===== src/rtl/satswarmv2_pkg.sv =====
`default_nettype none
// ============================================================================
// Module      : satswarmv2_pkg
// Description : Shared types for the satswarm v2 mesh: packet layout, message
//               types, directional port indices and the port-direction type.
// Revision    : 1.0 - initial release
// ============================================================================
package satswarmv2_pkg;

    // Directional tx port indices on the mesh router
    localparam int PORT_W = 0;
    localparam int PORT_E = 1;
    localparam int PORT_S = 2;
    localparam int PORT_N = 3;

    typedef logic [1:0] noc_dir_t;

    // MSG_STATUS encodes to zero so an all-zero packet is a status packet.
    typedef enum logic [2:0] {
        MSG_STATUS    = 3'd0,
        MSG_CLAUSE    = 3'd1,
        MSG_HEARTBEAT = 3'd2,
        MSG_CONTROL   = 3'd3
    } msg_type_t;

    typedef struct packed {
        msg_type_t   msg_type;
        logic [7:0]  src_id;
        logic [7:0]  dst_id;
        logic [31:0] payload;
    } noc_packet_t;

    localparam noc_packet_t c_PKT_RESET = '{
        msg_type: MSG_STATUS,
        src_id:   8'd0,
        dst_id:   8'd0,
        payload:  32'd0
    };

endpackage
`default_nettype wire


===== src/rtl/noc_egress_arbiter_rr_arbiter.sv =====
`default_nettype none
// ============================================================================
// Module      : rr_arbiter
// Description : Combinational round-robin arbiter. Picks the first asserted
//               request starting at i_ptr and wrapping modulo NUM_REQ.
// Ports       : i_req   - request vector
//               i_ptr   - highest-priority index this cycle
//               o_grant - one-hot grant
//               o_idx   - encoded index of the granted request
//               o_valid - at least one request present
// Revision    : 1.0 - initial release
// ============================================================================
module rr_arbiter #(
    parameter int NUM_REQ = 4,
    parameter int IDX_W   = (NUM_REQ > 1) ? $clog2(NUM_REQ) : 1
) (
    input  logic [NUM_REQ-1:0] i_req,
    input  logic [IDX_W-1:0]   i_ptr,
    output logic [NUM_REQ-1:0] o_grant,
    output logic [IDX_W-1:0]   o_idx,
    output logic               o_valid
);

    localparam logic [IDX_W:0] c_NUM = (IDX_W + 1)'(NUM_REQ);

    logic [IDX_W:0] w_pos;

    // Scan from the farthest offset back to offset 0 so the candidate
    // closest to the pointer is the last one written and therefore wins.
    always_comb begin
        o_grant = '0;
        o_idx   = '0;
        o_valid = 1'b0;
        w_pos   = '0;
        for (int k = NUM_REQ - 1; k >= 0; k--) begin
            w_pos = {1'b0, i_ptr} + (IDX_W + 1)'(k);
            if (w_pos >= c_NUM) begin
                w_pos = w_pos - c_NUM;
            end
            if (i_req[w_pos[IDX_W-1:0]]) begin
                o_grant                    = '0;
                o_grant[w_pos[IDX_W-1:0]]  = 1'b1;
                o_idx                      = w_pos[IDX_W-1:0];
                o_valid                    = 1'b1;
            end
        end
    end

endmodule
`default_nettype wire


===== src/rtl/noc_egress_arbiter.sv =====
`default_nettype none
// ============================================================================
// Module      : noc_egress_arbiter
// Description : Per-core egress scheduler for the four mesh tx ports
//               (3=N, 2=S, 1=E, 0=W). One round-robin arbiter per port shares
//               the port among NUM_REQ requesters; each port has an output
//               register. Traffic to disabled (off-grid) ports is accepted and
//               discarded, and counted in a saturating drop counter.
// Ports       : clk, rst        - clock, async active-high reset
//               i_req_pkt/dir/valid, o_req_ready - requester side
//               i_port_enable   - 1 = neighbour exists on that side
//               o_tx_pkt/valid, i_tx_ready      - mesh core_tx side
//               o_drop_cnt      - saturating dropped-packet count
// Revision    : 1.0 - initial release
// ============================================================================
module noc_egress_arbiter
    import satswarmv2_pkg::*;
#(
    parameter int NUM_REQ    = 4,
    parameter int DROP_CNT_W = 16
) (
    input  logic                      clk,
    input  logic                      rst,
    input  noc_packet_t [NUM_REQ-1:0] i_req_pkt,
    input  noc_dir_t    [NUM_REQ-1:0] i_req_dir,
    input  logic        [NUM_REQ-1:0] i_req_valid,
    output logic        [NUM_REQ-1:0] o_req_ready,
    input  logic        [3:0]         i_port_enable,
    output noc_packet_t [3:0]         o_tx_pkt,
    output logic        [3:0]         o_tx_valid,
    input  logic        [3:0]         i_tx_ready,
    output logic [DROP_CNT_W-1:0]     o_drop_cnt
);

    localparam int c_NUM_PORTS = 4;
    localparam int IDX_W       = (NUM_REQ > 1) ? $clog2(NUM_REQ) : 1;
    localparam int SUM_W       = $clog2(NUM_REQ + c_NUM_PORTS + 1);
    localparam logic [IDX_W-1:0] c_LAST_IDX = IDX_W'(NUM_REQ - 1);

    logic        [c_NUM_PORTS-1:0] r_tx_valid;
    noc_packet_t [c_NUM_PORTS-1:0] r_tx_pkt;
    logic [IDX_W-1:0]              r_ptr [c_NUM_PORTS];
    logic [DROP_CNT_W-1:0]         r_drop_cnt;

    logic [NUM_REQ-1:0]            w_cand    [c_NUM_PORTS];
    logic [NUM_REQ-1:0]            w_grant   [c_NUM_PORTS];
    logic [IDX_W-1:0]              w_idx     [c_NUM_PORTS];
    logic [IDX_W-1:0]              w_ptr_nxt [c_NUM_PORTS];
    logic [c_NUM_PORTS-1:0]        w_has;
    logic [c_NUM_PORTS-1:0]        w_can_load;
    logic [c_NUM_PORTS-1:0]        w_load;
    logic [c_NUM_PORTS-1:0]        w_flush;
    logic [NUM_REQ-1:0]            w_drop_req;
    logic [SUM_W-1:0]              w_drop_sum;
    logic [DROP_CNT_W:0]           w_drop_ext;
    logic [DROP_CNT_W-1:0]         w_drop_nxt;

    // Route each valid request either to its port's candidate set or, when
    // that port is off-grid, straight to the drop set.
    always_comb begin
        for (int p = 0; p < c_NUM_PORTS; p++) begin
            w_cand[p] = '0;
        end
        w_drop_req = '0;
        for (int i = 0; i < NUM_REQ; i++) begin
            if (i_req_valid[i]) begin
                if (i_port_enable[i_req_dir[i]]) begin
                    w_cand[i_req_dir[i]][i] = 1'b1;
                end else begin
                    w_drop_req[i] = 1'b1;
                end
            end
        end
    end

    generate
        for (genvar p = 0; p < c_NUM_PORTS; p++) begin : g_port
            rr_arbiter #(
                .NUM_REQ (NUM_REQ),
                .IDX_W   (IDX_W)
            ) u_rr_arbiter (
                .i_req   (w_cand[p]),
                .i_ptr   (r_ptr[p]),
                .o_grant (w_grant[p]),
                .o_idx   (w_idx[p]),
                .o_valid (w_has[p])
            );

            assign w_can_load[p] = i_port_enable[p] && (!r_tx_valid[p] || i_tx_ready[p]);
            assign w_load[p]     = w_can_load[p] && w_has[p];
            // A held packet on a port that just went off-grid is discarded.
            assign w_flush[p]    = !i_port_enable[p] && r_tx_valid[p];
            assign w_ptr_nxt[p]  = (w_idx[p] == c_LAST_IDX) ? '0 : w_idx[p] + 1'b1;
        end
    endgenerate

    always_comb begin
        o_req_ready = '0;
        if (!rst) begin
            o_req_ready = w_drop_req;
            for (int p = 0; p < c_NUM_PORTS; p++) begin
                if (w_load[p]) begin
                    o_req_ready = o_req_ready | w_grant[p];
                end
            end
        end
    end

    // All drop sources of a cycle are summed first, then saturated once.
    always_comb begin
        w_drop_sum = '0;
        for (int i = 0; i < NUM_REQ; i++) begin
            w_drop_sum = w_drop_sum + SUM_W'(w_drop_req[i]);
        end
        for (int p = 0; p < c_NUM_PORTS; p++) begin
            w_drop_sum = w_drop_sum + SUM_W'(w_flush[p]);
        end
        w_drop_ext = {1'b0, r_drop_cnt} + (DROP_CNT_W + 1)'(w_drop_sum);
        w_drop_nxt = w_drop_ext[DROP_CNT_W] ? '1 : w_drop_ext[DROP_CNT_W-1:0];
    end

    always_ff @(posedge clk or posedge rst) begin
        if (rst) begin
            r_tx_valid <= '0;
            r_drop_cnt <= '0;
            for (int p = 0; p < c_NUM_PORTS; p++) begin
                r_tx_pkt[p] <= c_PKT_RESET;
                r_ptr[p]    <= '0;
            end
        end else begin
            r_drop_cnt <= w_drop_nxt;
            for (int p = 0; p < c_NUM_PORTS; p++) begin
                if (!i_port_enable[p]) begin
                    r_tx_valid[p] <= 1'b0;
                end else if (w_load[p]) begin
                    r_tx_valid[p] <= 1'b1;
                    r_tx_pkt[p]   <= i_req_pkt[w_idx[p]];
                    r_ptr[p]      <= w_ptr_nxt[p];
                end else if (i_tx_ready[p]) begin
                    r_tx_valid[p] <= 1'b0;
                end
            end
        end
    end

    assign o_tx_valid = r_tx_valid;
    assign o_tx_pkt   = r_tx_pkt;
    assign o_drop_cnt = r_drop_cnt;

endmodule
`default_nettype wire


===== config.mk =====
export PLATFORM = sky130hd
export DESIGN_NAME = noc_egress_arbiter
export DESIGN_NICKNAME = d
export VERILOG_FILES = /design/src/rtl/satswarmv2_pkg.sv /design/src/rtl/noc_egress_arbiter_rr_arbiter.sv /design/src/rtl/noc_egress_arbiter.sv
export SDC_FILE = /design/constraint.sdc
export NUM_CORES = 1
export LEC_CHECK = 0
export CAP_MARGIN = 10
export CORE_MARGIN = 1.5
export CORE_UTILIZATION = 53
export DETAILED_ROUTE_END_ITERATION = 12
export GPL_TIMING_DRIVEN = 0
export PLACE_DENSITY = 0.87
export SETUP_SLACK_MARGIN = 0.5
export SLEW_MARGIN = 20
export SYNTH_ARGS = -nofsm -noshare
export SYNTH_HDL_FRONTEND = slang
export SYNTH_HIERARCHICAL = 1
export SYNTH_SLANG_ARGS = --single-unit

===== constraint.sdc =====
create_clock -name clk -period 14.2 [get_ports clk]
set_input_delay 3.55 -clock clk [delete_from_list [all_inputs] [get_ports clk]]
set_output_delay 3.55 -clock clk [all_outputs]
set_load 0.01 [all_outputs]

* Word level (Yosys, flattened, before mapping)
Index checks and enable logic that the tools add are counted.
Storage, ports and cells: register bits 232, bits in latches 0, RAM bits 0, bits in read-only memories 0, input port bits 226, word-level logic and storage cells 389, memories kept 0
Operators by class: add/subtract/negate cells 40, $mul 0, div/mod/pow operators 0, order comparisons 64, equal/unequal tests 8, shift-type cells 0, mux-type cells 193, bitwise gates (word level) 11, reduce and logical (&&, ||, !) cells 48
Operators by type and width (count):
- $bmux W51 S2 | 4
- $mux W51 | 4
- $mux W16 | 9
- $mux W4 | 25
- $mux W2 | 37
- $mux W1 | 73
- $lt A2 B3 Y1 const B | 24
- $ge A3 B3 Y1 const B | 16
- $or A16 B16 Y16 | 3
- $bmux W1 S2 | 20
- $demux W1 S2 | 16
- $demux W4 S2 | 4
- $ge A2 B1 Y1 const B | 16
- $logic_and A1 B1 Y1 | 32
- $sub A2 B1 Y2 const B | 16
- $add A2 B2 Y3 const B | 8
- $add A16 B4 Y17 | 1
- $add A4 B1 Y4 | 4
- $or A4 B4 Y4 | 4
- $add A2 B1 Y3 const B | 4
- $ge A2 B3 Y1 const B | 4
- $lt A3 B1 Y1 const B | 4
- $ne A3 B1 Y1 const B | 4
- $not A2 Y3 | 4
- other kinds (9) | 28

* Logic depth before layout (Yosys ltp)
word-level depth 34, depth in mapped cells 13

* Modules after synthesis
Netlist, hierarchy kept.
By module, submodules not included:
- noc_egress_arbiter | times used 1, cells an instance 886, area each 14229.9 sq um, seq. area each 5805.6 sq um
- rr_arbiter at g_port[0].u_rr_arbiter ... | times used 3, cells an instance 61, area each 509.2 sq um, seq. area each 0.0 sq um
- rr_arbiter at g_port[3].u_rr_arbiter | times used 1, cells an instance 85, area each 683.2 sq um, seq. area each 0.0 sq um

* Least setup slack after synthesis
OpenSTA, ideal clock, no wires.
kind input to output, start input port i_port_enable[0], end output port o_req_ready[2], arrival 5.498 ns, required time 10.650 ns, path slack 5.152 ns, stages 8, buffers on the path 2, cells stage by stage nor4bb_1 -> nor2_1 -> nand2_1 -> and3_1 -> buf_2 -> buf_1 -> a22oi_1 -> a31oi_1
Between the ends: cells in the longest elaborated chain, start to end 31
RTL lines:
- from (decl) | RTL line noc_egress_arbiter.sv:28 | input logic [3:0] i_port_enable,
- $bmux W1 S2 | RTL line noc_egress_arbiter.sv:67 | if (i_port_enable[i_req_dir[i]]) begin
- $mux W1 (not written as such) | RTL line noc_egress_arbiter.sv:67
- $mux W16 | RTL line noc_egress_arbiter.sv:67
- $mux W16 | RTL line noc_egress_arbiter.sv:66 | if (i_req_valid[i]) begin
- $or A16 B16 Y16 (no source line)
- $mux W16 | RTL line noc_egress_arbiter.sv:67
- $mux W16 | RTL line noc_egress_arbiter.sv:66
- $or A16 B16 Y16 (no source line)
- [11 not listed]
- named net w_has[0] | RTL line noc_egress_arbiter.sv:49 | logic [c_NUM_PORTS-1:0] w_has;
- [4 not listed]
- $mux W4 (*) | RTL line noc_egress_arbiter.sv:102 | if (w_load[p]) begin
- $mux W4 (*) | RTL line noc_egress_arbiter.sv:99 | if (!rst) begin
- $or A4 B4 Y4 | RTL line noc_egress_arbiter.sv:103 | o_req_ready = o_req_ready | w_grant[p];
- $mux W4 (*) | RTL line noc_egress_arbiter.sv:102
- $mux W4 (*) | RTL line noc_egress_arbiter.sv:99
- $or A4 B4 Y4 | RTL line noc_egress_arbiter.sv:103
- $mux W4 (*) | RTL line noc_egress_arbiter.sv:102
- $mux W4 (*) | RTL line noc_egress_arbiter.sv:99
- to (decl) | RTL line noc_egress_arbiter.sv:27 | output logic [NUM_REQ-1:0] o_req_ready,
Mark *: on every way through the listed nets, which the timed path passes. The rest lies on a longest branch. The select of a mux whose other input is x is not followed.

==> results.txt <==
status: complete, no violations
crit path cell chain: clkdlybuf4s50_1 > nor4bb_2 > nor2_1 > nand2_1 > and3_1 > buf_2 > buf_1 > a22oi_1 > a31oi_1 > clkdlybuf4s50_1
Top Family by Delay on Critical Path: buffers and inverters
IR drop worst, VDD: 0.102 mV
warning count from the yosys run: 6
CORE AREA: 0.0306 mm²
Via density: 6.57
Die ar.: 0.0321 mm²
Slew HR: 34.7%
Layout fillers: 1966
fraction of registers with async set/reset: 100%
count of cell types in the netlist: 62
Syn Inst Count: 1154
Area growth syn-to-layout: 36.9%
Syn Std Cell Area: 0.0164 mm²
Worst-path clk slew: 60 ps
switching portion of total power: 32.6%
sum of negative setup slack: 0 ps
top_reg_cell synth: dfrtp_1
CTS tree: done
cts hold-fix bufs: 0
Req. time, crit path: 10650 ps
GR Util met3: 8.38%
crit share post-route: 79.0%
EDFF count, synth: 0
TritonCTS Buffers: 27
Die Y: 179 µm
routed wire length: 55500 µm
cell area after layout: 0.0225 mm²
CP Capture Type: output port
DRT antenna net count: 0
#FFs+latches synth: 232
clk_skew: 43.2 ps
nets@finish: 1911
Max-Cap Viols: 0
vias in the first global route: 13900
combinational group share of total power: 42.5%
WL per Instance: 27.0 µm
syn nets: 1427
std cell rows: 64
# DRC: 0
worst hold path class: flop to flop
initial antenna violation count: 2
Worst path most repeated cell: clkdlybuf4s50_1
clock root buffer: clkbuf_16
First-pass DRT Iterations: 5
Critical Path Start Type: primary input
Net Sw Power: 1010 µW
Die X: 179 µm
I/O pins: 454
DRT iter0 DRCs: 1105
largest net degree at the start of global routing: 88
Flop pwr share: 33.0%
layout cells sized above 1: 34.1%
Overall Power: 3100 µW
Crit Path Category: primary input to output port
min Tclk post-route: 11210 ps
GR Util met2: 56.5%
Initial Util: 53.7%
syn avg cell area: 14.2 µm²
flop-to-flop setup slack: 9610 ps
via count: 13500
Critical-path top delay cell: nor4bb_2
Final Max Tran Viols: 0
crit path DAT: 7660 ps
sequential fraction of the synthesis area: 35.3%
Setup Buffers After CTS: 0
Sink Count: 232
slowest cell delay on critical path: 740 ps
dpl cell area: 0.0215 mm²
Longest Clk Path Bufs: 3
post-DP HPWL: 40400 µm
unrepaired setup endpoints after global routing: no
CTS H-tree depth: 1
final setup violating endpoints: 0
grt ovf: 0
Max Fclk: 89.2 MHz
M1 GR Usage: 43.3%
ant diodes: 0
first-pass GRT wire length: 82500 µm
Pleak: 0.00863 µW
Worst Max-Slew Pin Slew: 978 ps
Crit Path Max Fanout: 10
PD cells: 138 mW/mm²
Final Hold Viols: 0
Cell Int Power: 2090 µW
GPL Wtd Cong: 0.921
PortBufs: 453
Total Routing Usage GR: 34.6%
clk_lat worst skew: 560 ps
CTS resizes: 0
CP Buf/Inv Count: 4
Clk pwr share: 24.6%
GR peak layer: met2
[area by class of cell]
type / count / area, µm² / share of cell area [%]
multi-input cells: 805 / 10100 / 44.7
flip-flops and latches: 232 / 5810 / 25.8
repair buffers: 455 / 4590 / 20.4
clock buffers: 38 / 767 / 3.41
well taps: 396 / 495 / 2.20
plain buffers: 92 / 492 / 2.19
clock inverters: 12 / 194 / 0.862
inverters: 25 / 101 / 0.450
[power groups by stage]
| stage | registers (µW) | clock network, µW | logic, µW |
|---|---|---|---|
| 2_1_floorplan | 1100 | 0 | 529 |
| 3_3_place_gp | 1010 | 0 | 1270 |
| 3_5_place_dp | 1020 | 0 | 1300 |
| 4_1_cts | 1020 | 767 | 1320 |
| 5_1_grt | 1040 | 794 | 1390 |
| 6_report | 1020 | 762 | 1320 |
[final timing paths]
path                                       start              to  cells past startpoint
max in group asynchronous                    rst   o_tx_pkt[143]                      3
worst min register to register     o_tx_pkt[169]   o_tx_pkt[169]                      1
worst max register to register     o_tx_valid[2]  o_drop_cnt[11]                     13
worst max-delay path            i_port_enable[0]  o_req_ready[0]                     10
worst min-delay path               o_tx_pkt[169]   o_tx_pkt[169]                      1
min in group asynchronous                    rst   o_tx_valid[2]                      2
[cells in the mapped netlist, types with 3 or more instances]
library cell  instances  area share, %
a211o_1               3           0.16
a21boi_0              4           0.18
a21oi_1              17           0.52
a22oi_1              20           0.91
a2bb2oi_1             3           0.16
a31oi_1              21           0.80
a41oi_2               4           0.40
and2b_1               3           0.14
and3_1                7           0.27
and4_1                3           0.16
buf_2                39            1.2
buf_6                13           0.89
clkbuf_1             39           0.89
dfrtp_1             232             35
fa_1                  5           0.61
ha_1                 42            3.2
inv_1                24           0.55
mux2_2              218             15
mux2_4                5           0.46
mux2i_2               5           0.42
mux2i_4               4           0.55
mux4_2              212             29
nand2_1              37           0.84
nand2b_1             19           0.72
nand3_1              14           0.43
nand3b_1              3           0.14
nand4_1              12           0.46
nor2_1               56            1.3
nor2b_1               8           0.30
nor2b_4               3           0.25
nor3_1                5           0.15
nor3b_1               6           0.27
nor4bb_1              4           0.24
o211a_1               3           0.18
o211ai_1              5           0.23
o21ai_0              10           0.30
o221ai_1              5           0.27
o31ai_1               4           0.18
or3b_2                3           0.16
or4_1                 4           0.18
xnor2_1               5           0.27
[per-stage QoR]
| step | cells | setup slack (ps) | hold WS [ps] | util, % |
|---|---|---|---|---|
| detailed placement | 2005 | 2760 | 495 | 70.4 |
| global placement | 2003 | 875 | 490 | 70.2 |
| finish | 2055 | 2990 | 506 | 73.6 |
| global route | 2055 | 2840 | 520 | 73.6 |
| floorplan | 1154 | 4290 | 551 | - |
| CTS | 2055 | 2730 | 508 | 73.5 |
[layer usage]
metal	up-vias	routed length, µm
met5	-	24
met4	4	3060
met3	185	5350
met2	832	27100
met1	6910	20000
li1	5576	-
[cells in the final DEF (no fill, tap or decap), types with 6 or more instances in the layout]
| master | instances |
|---|---|
| clkbuf_16 | 27 |
| clkdlybuf4s50_1 | 453 |
| o21ai_0 | 10 |
| buf_6 | 13 |
| a22oi_1 | 20 |
| nor2_1 | 56 |
| and3_1 | 7 |
| nand4_1 | 12 |
| nand3_1 | 14 |
| mux4_2 | 212 |
| clkbuf_1 | 45 |
| ha_1 | 42 |
| nand2b_1 | 19 |
| nor3b_1 | 6 |
| inv_1 | 23 |
| mux2_2 | 218 |
| buf_2 | 39 |
| dfrtp_1 | 232 |
| a21oi_1 | 17 |
| nor2b_1 | 8 |
| nand2_1 | 37 |
| a31oi_1 | 21 |
[cells by family (layout without fill, tap and decap cells)]
family | Yosys count | after routing | synth area share, %
AOI/OAI and AO/OA | 109 | 109 | 4.90
xor gates and xnor gates | 7 | 7 | 0.373
adders and majority gates | 47 | 47 | 3.81
buffers and inverters | 117 | 622 | 3.56
DFF | 232 | 232 | 35.3
muxes | 447 | 447 | 45.6
and+or+nand+nor | 195 | 195 | 6.46
[flip-flops by register name, indices dropped and copies added (netlist names)]
signal      cells
o_tx_valid      4
o_drop_cnt     16
o_tx_pkt      204
r_ptr           8
Note: power is estimated with default switching activity, not from simulation.
